`config.mk`:
```
export PLATFORM = sky130hd
export DESIGN_NAME = player_motion_ctrl_flat
export DESIGN_NICKNAME = d
export VERILOG_FILES = /design/src/rtl/player_motion_ctrl_if.sv /design/src/rtl/player_motion_ctrl.sv /design/src/flat_wrapper.sv
export SDC_FILE = /design/constraint.sdc
export NUM_CORES = 1
export LEC_CHECK = 0
export ABC_AREA = 1
export CORE_ASPECT_RATIO = 1.75
export CORE_MARGIN = 3
export CORE_UTILIZATION = 40
export CTS_BUF_LIST = sky130_fd_sc_hd__clkbuf_4
export DETAILED_ROUTE_END_ITERATION = 7
export SETUP_SLACK_MARGIN = 0.02
export SYNTH_ARGS = -nofsm -noshare
export SYNTH_HDL_FRONTEND = slang
export SYNTH_SLANG_ARGS = --single-unit
```
`constraint.sdc`:
```
create_clock -name clk -period 2.29 [get_ports clk]
set_input_delay 0.5725 -clock clk [delete_from_list [all_inputs] [get_ports clk]]
set_output_delay 0.5725 -clock clk [all_outputs]
set_load 0.02 [all_outputs]
```
`src/rtl/player_motion_ctrl_if.sv`:
```
// Bundle between the key decoder / collision logic and the player-car motion
// controller. The master side drives frame timing, keys and collision; the
// slave side (the controller) returns sprite position, speed and crash status.
interface player_motion_ctrl_if #(
  parameter int SPEED_W = 4
);
  logic                startOfFrame;
  logic                move_r_key;
  logic                move_l_key;
  logic                accel_key;
  logic                brake_key;
  logic                collision;
  logic signed [10:0]  topLeftX;
  logic signed [10:0]  topLeftY;
  logic [SPEED_W-1:0]  scrollSpeed;
  logic                crashed;
  logic                crashPulse;
  logic                visible;

  modport master (
    output startOfFrame, move_r_key, move_l_key, accel_key, brake_key, collision,
    input  topLeftX, topLeftY, scrollSpeed, crashed, crashPulse, visible
  );

  modport slave (
    input  startOfFrame, move_r_key, move_l_key, accel_key, brake_key, collision,
    output topLeftX, topLeftY, scrollSpeed, crashed, crashPulse, visible
  );
endinterface

```
`src/rtl/player_motion_ctrl.sv`:
```
// Player-car motion controller: gear (speed) from accelerate/brake keys,
// steering while moving, border/collision crash with a timed blinking CRASH
// state, and a one-clk crash event. All outputs come straight from flops.
module player_motion_ctrl #(
  parameter int INITIAL_X    = 303,
  parameter int INITIAL_Y    = 400,
  parameter int OBJ_W        = 32,
  parameter int BORDER_L     = 215,
  parameter int BORDER_R     = 399,
  parameter int MARGIN       = 2,
  parameter int X_SPEED      = 2,
  parameter int MAX_SPEED    = 8,
  parameter int SPEED_W      = 4,
  parameter int ACCEL_FRAMES = 4,
  parameter int CRASH_FRAMES = 90,
  parameter int BLINK_FRAMES = 8
) (
  input  logic                 clk,
  input  logic                 resetN,
  player_motion_ctrl_if.slave  bus
);

  localparam int ACC_W = (ACCEL_FRAMES > 1) ? $clog2(ACCEL_FRAMES) : 1;
  localparam int CNT_W = (CRASH_FRAMES > 1) ? $clog2(CRASH_FRAMES) : 1;

  // Position math is done in 12-bit signed so X +/- step can never wrap.
  localparam logic signed [11:0] X_INIT = 12'(INITIAL_X);
  localparam logic signed [11:0] X_STEP = 12'(X_SPEED);
  localparam logic signed [11:0] X_MIN  = 12'(BORDER_L + MARGIN);
  localparam logic signed [11:0] X_MAX  = 12'(BORDER_R - MARGIN - OBJ_W);

  localparam logic [SPEED_W-1:0] SPD_MAX    = SPEED_W'(MAX_SPEED);
  localparam logic [ACC_W-1:0]   ACC_LAST   = ACC_W'(ACCEL_FRAMES - 1);
  localparam logic [CNT_W-1:0]   CRASH_LAST = CNT_W'(CRASH_FRAMES - 1);

  typedef enum logic [1:0] {IDLE, MOVE, CRASH} state_t;

  state_t               state_q, state_n;
  logic signed [11:0]   x_q, x_n;
  logic [SPEED_W-1:0]   speed_q, speed_n;
  logic [ACC_W-1:0]     acc_q, acc_n;
  logic [CNT_W-1:0]     cnt_q, cnt_n;
  logic                 crashed_q, crashed_n;
  logic                 pulse_q, pulse_n;
  logic                 visible_q, visible_n;
  logic                 border_hit;

  // State and registered outputs; asynchronous active-low reset.
  // NOTE: sequential state uses non-blocking (<=) so every flop samples the
  // pre-edge values computed by the combinational block, independent of order.
  always_ff @(posedge clk or negedge resetN) begin
    if (!resetN) begin
      state_q   <= IDLE;
      x_q       <= X_INIT;
      speed_q   <= '0;
      acc_q     <= '0;
      cnt_q     <= '0;
      crashed_q <= 1'b0;
      pulse_q   <= 1'b0;
      visible_q <= 1'b1;
    end else begin
      state_q   <= state_n;
      x_q       <= x_n;
      speed_q   <= speed_n;
      acc_q     <= acc_n;
      cnt_q     <= cnt_n;
      crashed_q <= crashed_n;
      pulse_q   <= pulse_n;
      visible_q <= visible_n;
    end
  end

  // Next-state, gear, steering, crash timer and blink decode.
  // NOTE: every variable gets a default at the top so no path leaves one
  // unassigned, which would otherwise infer a latch.
  always_comb begin
    state_n    = state_q;
    x_n        = x_q;
    speed_n    = speed_q;
    acc_n      = acc_q;
    cnt_n      = cnt_q;
    pulse_n    = 1'b0;
    border_hit = 1'b0;

    case (state_q)
      IDLE: begin
        x_n     = X_INIT;
        speed_n = '0;
        acc_n   = '0;
        cnt_n   = '0;
        if (bus.startOfFrame) state_n = MOVE;
      end

      MOVE: begin
        if (bus.collision) begin
          state_n = CRASH;
        end else if (bus.startOfFrame) begin
          // Gear: brake beats accel; accel needs ACCEL_FRAMES held frames per step.
          if (bus.brake_key) begin
            speed_n = (speed_q == '0) ? '0 : speed_q - 1'b1;
            acc_n   = '0;
          end else if (bus.accel_key) begin
            if (acc_q == ACC_LAST) begin
              acc_n = '0;
              if (speed_q != SPD_MAX) speed_n = speed_q + 1'b1;
            end else begin
              acc_n = acc_q + 1'b1;
            end
          end else begin
            acc_n = '0;
          end

          // Steering uses the speed from before this frame's gear change.
          if ((speed_q != '0) && (bus.move_r_key ^ bus.move_l_key)) begin
            if (bus.move_r_key) begin
              if (x_q + X_STEP > X_MAX) border_hit = 1'b1;
              else                      x_n = x_q + X_STEP;
            end else begin
              if (x_q - X_STEP < X_MIN) border_hit = 1'b1;
              else                      x_n = x_q - X_STEP;
            end
          end

          if (border_hit) begin
            state_n = CRASH;
            x_n     = x_q;
          end
        end

        if (state_n == CRASH) begin
          speed_n = '0;
          acc_n   = '0;
          cnt_n   = '0;
          pulse_n = 1'b1;
        end
      end

      CRASH: begin
        speed_n = '0;
        if (bus.startOfFrame) begin
          if (cnt_q == CRASH_LAST) begin
            state_n = IDLE;
            x_n     = X_INIT;
            cnt_n   = '0;
          end else begin
            cnt_n = cnt_q + 1'b1;
          end
        end
      end

      default: state_n = IDLE;
    endcase

    crashed_n = (state_n == CRASH);
    visible_n = (state_n != CRASH) ||
                (((32'(cnt_n) / 32'(BLINK_FRAMES)) % 32'd2) == 32'd0);
  end

  assign bus.topLeftX    = x_q[10:0];
  assign bus.topLeftY    = 11'(INITIAL_Y);
  assign bus.scrollSpeed = speed_q;
  assign bus.crashed     = crashed_q;
  assign bus.crashPulse  = pulse_q;
  assign bus.visible     = visible_q;

endmodule

```
`src/flat_wrapper.sv`:
```
// flat-port wrapper written by rule: the top's interface ports become plain ports
module player_motion_ctrl_flat 
#(
  parameter int INITIAL_X    = 303,
  parameter int INITIAL_Y    = 400,
  parameter int OBJ_W        = 32,
  parameter int BORDER_L     = 215,
  parameter int BORDER_R     = 399,
  parameter int MARGIN       = 2,
  parameter int X_SPEED      = 2,
  parameter int MAX_SPEED    = 8,
  parameter int SPEED_W      = 4,
  parameter int ACCEL_FRAMES = 4,
  parameter int CRASH_FRAMES = 90,
  parameter int BLINK_FRAMES = 8
)
  (clk, resetN, bus_startOfFrame, bus_move_r_key, bus_move_l_key, bus_accel_key, bus_brake_key, bus_collision, bus_topLeftX, bus_topLeftY, bus_scrollSpeed, bus_crashed, bus_crashPulse, bus_visible);
  player_motion_ctrl_if #(.SPEED_W(SPEED_W)) bus_i ();
  input  logic clk;
  input  logic resetN;
  input wire logic [$bits(bus_i.startOfFrame)-1:0] bus_startOfFrame;
  input wire logic [$bits(bus_i.move_r_key)-1:0] bus_move_r_key;
  input wire logic [$bits(bus_i.move_l_key)-1:0] bus_move_l_key;
  input wire logic [$bits(bus_i.accel_key)-1:0] bus_accel_key;
  input wire logic [$bits(bus_i.brake_key)-1:0] bus_brake_key;
  input wire logic [$bits(bus_i.collision)-1:0] bus_collision;
  output wire logic [$bits(bus_i.topLeftX)-1:0] bus_topLeftX;
  output wire logic [$bits(bus_i.topLeftY)-1:0] bus_topLeftY;
  output wire logic [$bits(bus_i.scrollSpeed)-1:0] bus_scrollSpeed;
  output wire logic [$bits(bus_i.crashed)-1:0] bus_crashed;
  output wire logic [$bits(bus_i.crashPulse)-1:0] bus_crashPulse;
  output wire logic [$bits(bus_i.visible)-1:0] bus_visible;
  assign bus_i.startOfFrame = bus_startOfFrame;
  assign bus_i.move_r_key = bus_move_r_key;
  assign bus_i.move_l_key = bus_move_l_key;
  assign bus_i.accel_key = bus_accel_key;
  assign bus_i.brake_key = bus_brake_key;
  assign bus_i.collision = bus_collision;
  assign bus_topLeftX = bus_i.topLeftX;
  assign bus_topLeftY = bus_i.topLeftY;
  assign bus_scrollSpeed = bus_i.scrollSpeed;
  assign bus_crashed = bus_i.crashed;
  assign bus_crashPulse = bus_i.crashPulse;
  assign bus_visible = bus_i.visible;
  player_motion_ctrl #(.INITIAL_X(INITIAL_X), .INITIAL_Y(INITIAL_Y), .OBJ_W(OBJ_W), .BORDER_L(BORDER_L), .BORDER_R(BORDER_R), .MARGIN(MARGIN), .X_SPEED(X_SPEED), .MAX_SPEED(MAX_SPEED), .SPEED_W(SPEED_W), .ACCEL_FRAMES(ACCEL_FRAMES), .CRASH_FRAMES(CRASH_FRAMES), .BLINK_FRAMES(BLINK_FRAMES)) u_core (.clk(clk), .resetN(resetN), .bus(bus_i));
endmodule
```
==> results_dict.tcl <==
set metrics [dict create \
    synthArstFlopShare_pct 100 \
    synth_top_area_share_pct 23.5 \
    r2r_start "u_core.x_q[1]" \
    syn_inst 357 \
    syn_area_sq_um 2450 \
    h-tree-depth 2 \
    cts.sinks 30 \
    required_ps 2520 \
    mostFrequentLayoutCell "nand2_1" \
    cts_root_buffer "clkbuf_4" \
    vias 2435 \
    setup_viol 25 \
    setup_ws_ps -136 \
    violations "negative setup slack" \
    first_global_vias 2398 \
    crit_fanout 5 \
    hpwl_mm 4.89 \
    rsz0062_at_grt "yes" \
    antennaDiodeCount 0 \
    layout_common_cells "nand2_1 (88), buf_4 (38), inv_1 (36)" \
    period_minus_slack_ps 2430 \
    p_leak_nw 1.46 \
    setup_tns_ps -2200 \
    startpoint_type "flop" \
    cts.clk_slew.worst_paths_ps 110 \
    grt_pass1_wl_mm 10.9 \
    ir_drop_uv 552 \
    syn_avg_cell_area_sq_um 6.86 \
    end_kind "flop" \
    crit_type "flop to flop" \
    final_core_util_pct 52.9 \
    skew_ps 17.6 \
    layout.nets 424 \
    drive_gt1_share_pct 24.4 \
    multi_input_area_sq_um 1490 \
    r2r-end "u_core.bus.scrollSpeed[1]" \
    min_path_type "flop to flop" \
    r2r_cells 20 \
    synthDistinctLibCells 41 \
    ioPinCount 37 \
    maxCapViolCount 0 \
    remaining_drc_errors 0 \
    synth_ff_type "dfrtp_1" \
    synth-edff-count 0 \
    synth_warnings 0 \
    cts.path.max_buffers 2 \
    drt_iter0_markers 131 \
    rows 37 \
    die_w_um 65.1 \
    ant_nets 0 \
    p_total_mw 3.66 \
    ys_seq_elements 30 \
    maxSlewViolCount 0 \
    place.gp.congestion 0.820 \
    firstDrtPassIters 5 \
    wl_per_cell_um 13.1 \
    cts_made_buffers 5 \
    hold_viol_final 0 \
    cts_hold_buf 0 \
    routed_wl_mm 6.37 \
    ys_seq_area_share_pct 31.0 \
    post-place-ws_ps -227 \
    die_h_um 109 \
    core_sq_um 5930 \
    min_period_over_period_pct 106 \
    vias_per_cell 4.99 \
    worstPathArrival_ps 2650 \
    grt-ovfl-total 0 \
    regArea_sq_um 759 \
    pwr_density_cell_nw_per_um2 1170 \
    fmax_ghz 0.412 \
    synth.largest_area_cell "dfrtp_1" \
    hp-start "u_core.acc_q[1]" \
    insertion_delay_ps 350 \
    die_area_sq_um 7130 \
    area_growth_pct 28.2 \
    cts_tree "built" \
    grt_use_total_pct 19.5 \
    io_buffers 25 \
    grt_max_degree 31 \
    antenna_found_initial 0 \
    r2r_slack_ps -140 \
    whs_path_depth 2 \
    hold_end "u_core.acc_q[1]" \
    synth_area_leaders "dfrtp_1 (24%), nand2_1 (15%), dfstp_2 (7.5%)" \
    n_fill_cell 639 \
    initial_utilization_pct 41.3 \
    status "complete, but fails checks" \
]
## per-layer routing
layer  vias up  routed length, um  track usage [%]
met4         0                182             8.01
met3        16                152             2.97
met1      1142               2340             19.8
li1       1229                  -                -
met2        48               3700             38.6
met5         -                  0                0
## sequential cells by signal, indices dropped and copies added (netlist names)
name and flops:
u_core.bus.visible 1, u_core.x_q 12, u_core.cnt_q 7, u_core.acc_q 2, u_core.bus.crashed 1, u_core.bus.scrollSpeed 4, u_core.state_q 2, u_core.bus.crashPulse 1
## worst max-delay path by stage
stage / from / endpoint
finish: u_core.x_q[1] / u_core.bus.scrollSpeed[1]
global route: u_core.x_q[1] / u_core.bus.scrollSpeed[3]
CTS: u_core.x_q[1] / u_core.bus.scrollSpeed[0]
detailed placement: u_core.x_q[1] / u_core.bus.scrollSpeed[0]
global placement: u_core.x_q[1] / u_core.bus.scrollSpeed[0]
floorplan: u_core.x_q[1] / u_core.bus.scrollSpeed[0]
## through the flow
step,hold WS (ps),cell area (sq um),instances
3_5_place_dp,494,2960,478
3_3_place_gp,494,2960,478
6_report,519,3140,488
2_1_floorplan,277,2520,366
5_1_grt,545,3140,488
4_1_cts,520,3070,487
## critical path: stages (launching register included)
cell and delay [ps]:
dfstp_2 610, buf_12 120, inv_6 30, ha_4 270, inv_2 30, nor2_1 70
nand3_1 70, nand2_1 80, nand2_2 70, o21ai_2 100, nand2_1 60, nand2_1 60
nand2_2 60, nand2_2 100, nand3_4 120, nand2_4 120, nand2_4 60, nand2_4 90
nand2_4 70, nand2_1 70, nand2_1 50
## cells in the mapped netlist, types with 2 or more instances
library cell / instances
o21ai_0: 17
buf_4: 22
nand2_2: 7
nand3_1: 23
inv_1: 38
dfrtp_1: 23
nand2_1: 95
nor3_1: 4
o31ai_1: 3
xor2_1: 4
inv_2: 2
conb_1: 2
o22ai_1: 3
ha_1: 7
dfstp_2: 7
a21oi_1: 13
o211ai_1: 2
xnor2_1: 2
nand4_1: 8
nor2_2: 5
nand2_4: 2
o21ai_1: 13
buf_2: 5
nor2_1: 32
nor2_4: 2
## power by group
group	internal, mW	switching [mW]	total (mW)
logic	1.09	1.38	2.46
clock network	0.127	0.200	0.327
registers	0.695	0.175	0.870
total	1.91	1.75	3.66
## kinds of logic (layout without fill, tap and decap cells)
group / Yosys count / count (layout) / synth area share, %
simple gates: 182 / 182 / 33.5
flops: 30 / 30 / 31.0
other cells: 2 / 11 / 0.307
compound gates: 60 / 60 / 14.7
xor+xnor: 6 / 6 / 2.15
fa+ha+maj: 7 / 7 / 3.58
buf+inv: 70 / 114 / 14.7
## what timing repair did
item | in CTS | in global routing
endpoints found under the setup margin | 28 | 29
buffers inserted | 1 | 1
resized for setup | 11 | 16
pin swaps | 12 | 12
## area by class of cell
| type | instances | area share (%) |
|---|---|---|
| Clock inverter | 2 | 0.279 |
| Multi-Input combinational cell | 266 | 47.5 |
| Inverter | 41 | 5.07 |
| Sequential cell | 30 | 24.2 |
| Timing Repair Buffer | 65 | 18.4 |
| Tap cell | 78 | 3.11 |
| Clock buffer | 6 | 1.44 |
No activity file was read; power rests on OpenSTA's default activity.
